<file path="config.mk">
export PLATFORM = sky130hd
export DESIGN_NAME = calc_result_tx
export DESIGN_NICKNAME = d
export VERILOG_FILES = /design/src/rtl/calc_result_tx.sv
export SDC_FILE = /design/constraint.sdc
export NUM_CORES = 1
export LEC_CHECK = 0
export ABC_CLOCK_PERIOD_IN_PS = 22700
export CAP_MARGIN = 20
export CORE_UTILIZATION = 35
export DETAILED_ROUTE_END_ITERATION = 10
export SYNTH_ARGS = -nofsm -noshare
export SYNTH_HDL_FRONTEND = slang
export SYNTH_SLANG_ARGS = --single-unit
</file>
<file path="constraint.sdc">
create_clock -name clk -period 22.7 [get_ports clk]
set_input_delay 6.81 -clock clk [delete_from_list [all_inputs] [get_ports clk]]
set_output_delay 6.81 -clock clk [all_outputs]
set_load 0.01 [all_outputs]
</file>
<file path="src/rtl/calc_result_tx.sv">
// -----------------------------------------------------------------------------
// calc_result_tx
//
// Takes one single-digit arithmetic command (operand1 <op> operand2), computes
// the signed result and streams it as ASCII bytes to a UART transmitter:
//   optional '-', optional tens digit, ones digit, optional CR LF.
// Errors (divide by zero, unknown operator, operand > 9) send ERR_CHAR instead
// of the number.
//
// Ports
//   clk        system clock, rising edge
//   rst_n      asynchronous active-low reset
//   operand1   first operand, binary 0..9
//   operand2   second operand, binary 0..9
//   operator   ASCII operator: '+', '-', '*', '/'
//   cmd_valid  one-cycle command strobe
//   tx_ready   downstream transmitter can take a byte
//   tx_data    byte to send, valid while tx_start is high
//   tx_start   one-cycle request to send tx_data
//   busy       a command is being computed or sent
//   err        one-cycle pulse in the cycle an error result is computed
//   cmd_drop   one-cycle pulse when cmd_valid arrives while busy
//
// Handshake: a byte is transferred in any cycle where the block is in SEND and
// tx_ready is high; tx_start is raised combinationally in that same cycle with
// tx_data already stable. The following HOLD cycle ignores tx_ready so the
// transmitter has time to drop it.
// -----------------------------------------------------------------------------
module calc_result_tx #(
  parameter bit         EOL_CRLF = 1'b1,
  parameter logic [7:0] ERR_CHAR = 8'h45
) (
  input  logic       clk,
  input  logic       rst_n,
  input  logic [7:0] operand1,
  input  logic [7:0] operand2,
  input  logic [7:0] operator,
  input  logic       cmd_valid,
  input  logic       tx_ready,
  output logic [7:0] tx_data,
  output logic       tx_start,
  output logic       busy,
  output logic       err,
  output logic       cmd_drop
);

  typedef enum logic [1:0] {
    IDLE = 2'd0,
    CALC = 2'd1,
    SEND = 2'd2,
    HOLD = 2'd3
  } state_t;

  state_t     state_q;
  logic [7:0] op1_q;
  logic [7:0] op2_q;
  logic [7:0] opc_q;
  logic [7:0] buf_q [5];
  logic [2:0] cnt_q;   // number of bytes in the response
  logic [2:0] idx_q;   // index of the next byte to send

  // ---------------------------------------------------------------------------
  // Arithmetic on the captured command. Result is sign + 7-bit magnitude; with
  // legal operands the magnitude never exceeds 81.
  // ---------------------------------------------------------------------------
  logic       calc_err;
  logic       res_neg;
  logic [6:0] res_mag;
  logic [7:0] prod;
  logic [7:0] den;
  logic [7:0] quot;
  logic [6:0] tens;
  logic [6:0] ones;

  assign prod = {4'd0, op1_q[3:0]} * {4'd0, op2_q[3:0]};
  // The divisor is forced to 1 on zero so the divider never sees 0; the error
  // path discards the quotient in that case anyway.
  assign den  = (op2_q == 8'd0) ? 8'd1 : op2_q;
  assign quot = op1_q / den;

  always_comb begin
    calc_err = 1'b0;
    res_neg  = 1'b0;
    res_mag  = 7'd0;
    case (opc_q)
      8'h2B: res_mag = op1_q[6:0] + op2_q[6:0];
      8'h2D: begin
        if (op1_q >= op2_q) begin
          res_mag = op1_q[6:0] - op2_q[6:0];
        end else begin
          res_neg = 1'b1;
          res_mag = op2_q[6:0] - op1_q[6:0];
        end
      end
      8'h2A: res_mag = prod[6:0];
      8'h2F: begin
        if (op2_q == 8'd0) calc_err = 1'b1;
        else               res_mag  = quot[6:0];
      end
      default: calc_err = 1'b1;
    endcase
    if ((op1_q > 8'd9) || (op2_q > 8'd9)) calc_err = 1'b1;
    if (calc_err) begin
      res_neg = 1'b0;
      res_mag = 7'd0;
    end
  end

  assign tens = res_mag / 7'd10;
  assign ones = res_mag % 7'd10;

  // ---------------------------------------------------------------------------
  // Response byte list, packed from index 0. A negative result is at most -9,
  // so sign and tens digit never both appear: the list is at most 4 bytes.
  // ---------------------------------------------------------------------------
  logic [7:0] nb [5];
  logic [2:0] nn;

  always_comb begin
    for (int i = 0; i < 5; i++) nb[i] = 8'h00;
    nn = 3'd0;
    if (calc_err) begin
      nb[0] = ERR_CHAR;
      nn    = 3'd1;
    end else begin
      if (res_neg) begin
        nb[nn] = 8'h2D;
        nn     = nn + 3'd1;
      end
      if (res_mag >= 7'd10) begin
        nb[nn] = 8'h30 + {1'b0, tens};
        nn     = nn + 3'd1;
      end
      nb[nn] = 8'h30 + {1'b0, ones};
      nn     = nn + 3'd1;
    end
    if (EOL_CRLF) begin
      nb[nn]        = 8'h0D;
      nb[nn + 3'd1] = 8'h0A;
      nn            = nn + 3'd2;
    end
  end

  // ---------------------------------------------------------------------------
  // Control FSM
  // ---------------------------------------------------------------------------
  always_ff @(posedge clk or negedge rst_n) begin
    if (!rst_n) begin
      state_q <= IDLE;
      op1_q   <= 8'h00;
      op2_q   <= 8'h00;
      opc_q   <= 8'h00;
      cnt_q   <= 3'd0;
      idx_q   <= 3'd0;
      for (int i = 0; i < 5; i++) buf_q[i] <= 8'h00;
    end else begin
      case (state_q)
        IDLE: begin
          if (cmd_valid) begin
            op1_q   <= operand1;
            op2_q   <= operand2;
            opc_q   <= operator;
            state_q <= CALC;
          end
        end
        CALC: begin
          for (int i = 0; i < 5; i++) buf_q[i] <= nb[i];
          cnt_q   <= nn;
          idx_q   <= 3'd0;
          state_q <= SEND;
        end
        SEND: begin
          if (tx_ready) begin
            idx_q   <= idx_q + 3'd1;
            state_q <= HOLD;
          end
        end
        HOLD: begin
          if (idx_q < cnt_q) state_q <= SEND;
          else               state_q <= IDLE;
        end
        default: state_q <= IDLE;
      endcase
    end
  end

  // Outputs decode from registered state; all are 0 while reset holds IDLE.
  assign busy     = (state_q != IDLE);
  assign tx_start = (state_q == SEND) && tx_ready;
  assign tx_data  = (state_q == SEND) ? buf_q[idx_q] : 8'h00;
  assign err      = (state_q == CALC) && calc_err;
  assign cmd_drop = cmd_valid && busy;

endmodule

</file>
==> impl_metrics.yaml <==
outcome:
  status: "finished, final reports clean"
timing:
  rsz0062_at_grt: "false"
  skew_ns: 0.01338
  slew-limit-headroom: 0.4061
  tns_ns: 0
  fin_crit_sh: 0.6532
  setup_violations: 0
  clock.fmax_ghz: 0.06744
  fin_crit_ns: 14.83
  tightestPinTransition_ns: 0.8793
  final-hold-violation-count: 0
  maxSlewViolCount: 0
clock_tree:
  clkSinkCount: 67
  cts_tree: "done"
  clk_pin_slew_ns: 0.05
  cts_hold_buf: 0
  ctsResizeCount: 0
  cts-root-buf: "clkbuf_16"
  cts_buffers: 9
  clk_latency_ns: 0.35
  h-tree-depth: 3
  post_cts_buffers: 0
  cts_buffer_depth: 2
worst_setup_path:
  reg2reg_from: "op2_q[6]"
  crit_buf_inv: 3
  worstPathCellList: "clkdlybuf4s50_1 -> nand2_1 -> inv_1 -> clkdlybuf4s50_1"
  crit_type: "primary input to output port"
  setup.worst_path.start: "tx_ready"
  cp_slowest_stage_delay_ns: 0.55
  cpMostUsedCell: "clkdlybuf4s50_1"
  cp-end-kind: "output port"
  worstPathMaxFanout: 4
  arrival_ns: 8.02
  critPathLaunchType: "primary input"
  cp_slowest_cell: "clkdlybuf4s50_1"
  required_ns: 15.89
  r2r_setup_slack_ns: 9.12
  r2r_end: "buf_q[29]"
  path_delay_family: "buffers and inverters"
  reg2reg_depth: 52
global_route:
  grt_util_all_layers: 0.1988
  grt_pass1_wl_um: 31520
  grt_overflow_total: 0
  grt_start_max_net_pins: 68
  grt_pass1_vias: 5993
  antenna_found_initial: 0
layout:
  antenna_cells: 0
  n_fill_cell: 1918
  utilization: 0.4084
  fin_nets: 958
  drive_above_1_share: 0.08304
  final_cell_area_um2: 7742
  syn2layout_area_growth_pct: 13.11
synth:
  post-synth-top-area-cell: "dfrtp_1"
  seq_area_frac_synth: 0.2449
  yosys-top-cells-count: "103 x nand2_1, 77 x nor2_1, 73 x ha_1, 67 x dfrtp_1, 55 x a21oi_1"
  synthFlopType: "dfrtp_1"
  synth.distinct_cells: 86
  syn_area_um2: 6845
  async_reset_ff_frac: 1.000
  yosys.area.top_type_share: 0.2449
  avgSynthCellArea_um2: 8.247
  ys_seq_elements: 67
  yosysWarnings: 0
  synth_area_leaders: "dfrtp_1 24%, ha_1 13%, nand2_1 5.6%, nor2_1 4.2%, a21oi_1 4.0%"
  synth_fp_nets: 938
  netlist_instances: 830
  yosysMostFrequentCell: "nand2_1"
  synth_edf_count: 0
flow_run:
  cap_violations: 0
min_path:
  hold_end: "buf_q[29]"
  min-delay-path-class: "register to register"
  hold_path.startpoint: "buf_q[29]"
  whs_path_depth: 2
detailed_routing:
  routed_wl_um: 18610
  firstDrtPassIters: 5
  route.detailed.drc: 0
  drt-initial-drc-count: 505
  drt-vias-per-instance: 5.452
  wl_per_cell_um: 16.69
  drtAntennaViolNets: 0
  vias: 6079
floorplanning:
  dieArea_um2: 20120
  core_um2: 18960
  rows: 50
  die_x_um: 141.9
  die_h_um: 141.9
  io_pins: 40
  start_util: 0.3611
place:
  placed_cell_area_um2: 7453
  dp_hpwl_um: 14110
  io_buffer_count: 39
  gp_congestion: 0.8500
-- cell usage in the layout, fill, tap and decap left out, types with 6 or more instances in the layout --
cell type	n
fa_1	7
clkbuf_16	9
o31ai_1	7
o21a_1	13
nor2_1	77
ha_1	73
mux2_2	16
o21ai_1	12
nor3_1	23
a21o_1	16
or2_2	6
xor2_1	10
nand2_1	103
nand4_1	7
o21ai_0	48
inv_1	49
and2_1	8
dfrtp_1	67
nand2b_1	11
a21oi_1	55
clkdlybuf4s50_1	38
nor2b_1	11
mux4_2	8
and3_1	6
a31oi_1	6
a22o_1	6
nand3_1	25
mux2i_1	9
xnor2_1	21
-- sequential cells by signal (all words and copies together), names as in the netlist --
name,flops
cnt_q,3
opc_q,8
op1_q,8
buf_q,35
state_q,2
idx_q,3
op2_q,8
-- metrics by stage --
step / instances / worst slack [ns] / hold slack [ns]
4_1_cts: 1115 / 7.861 / 0.4786
3_3_place_gp: 1099 / 7.893 / 0.4588
6_report: 1115 / 7.871 / 0.4730
2_1_floorplan: 830 / 8.883 / 0.4340
5_1_grt: 1115 / 7.790 / 0.5054
3_5_place_dp: 1099 / 7.861 / 0.4662
-- how the worst max path moves through the flow --
stage               cells after the start        to
global placement                        4  tx_start
detailed placement                      4  tx_start
CTS                                     4  tx_start
finish                                  4  tx_start
floorplan                               1  cmd_drop
global route                            4  tx_start
-- cell families (layout without fill, tap and decap cells) --
kind of cell | after synthesis | after routing | share of synthesized area
flops | 67 | 67 | 0.2449
buf+inv | 85 | 110 | 0.04990
mux | 33 | 33 | 0.06580
simple gates | 302 | 302 | 0.2076
fa+ha+maj | 81 | 81 | 0.1554
xor+xnor | 32 | 32 | 0.04204
compound gates | 230 | 230 | 0.2343
-- tightest hold or removal path: stages, from the launching register on --
cell and delay [ns]:
dfrtp_1 0.34, nand2_1 0.05, nand2_1 0.05
-- layer usage --
metal / global-route usage / wire length [µm] / share of wire
met1: 0.2708 / 8904 / 0.48
met2: 0.3225 / 8597 / 0.46
met3: 0.02767 / 690 / 0.037
met4: 0.06735 / 416 / 0.022
met5: 0 / 0 / 0
-- area by class of cell --
type	count	area [µm²]	share of cell area
Tap cell	260	325.3	0.04202
Clock buffer	11	252.7	0.03264
Sequential cell	67	1677	0.2165
Clock inverter	5	36.28	0.004686
Multi-Input combinational cell	678	4840	0.6251
Inverter	51	193.9	0.02505
Timing Repair Buffer	43	417.9	0.05398
Power is left out: the tool's default activity adds up to more than one toggle a clock period on the data nets, which glitch-free logic cannot reach.
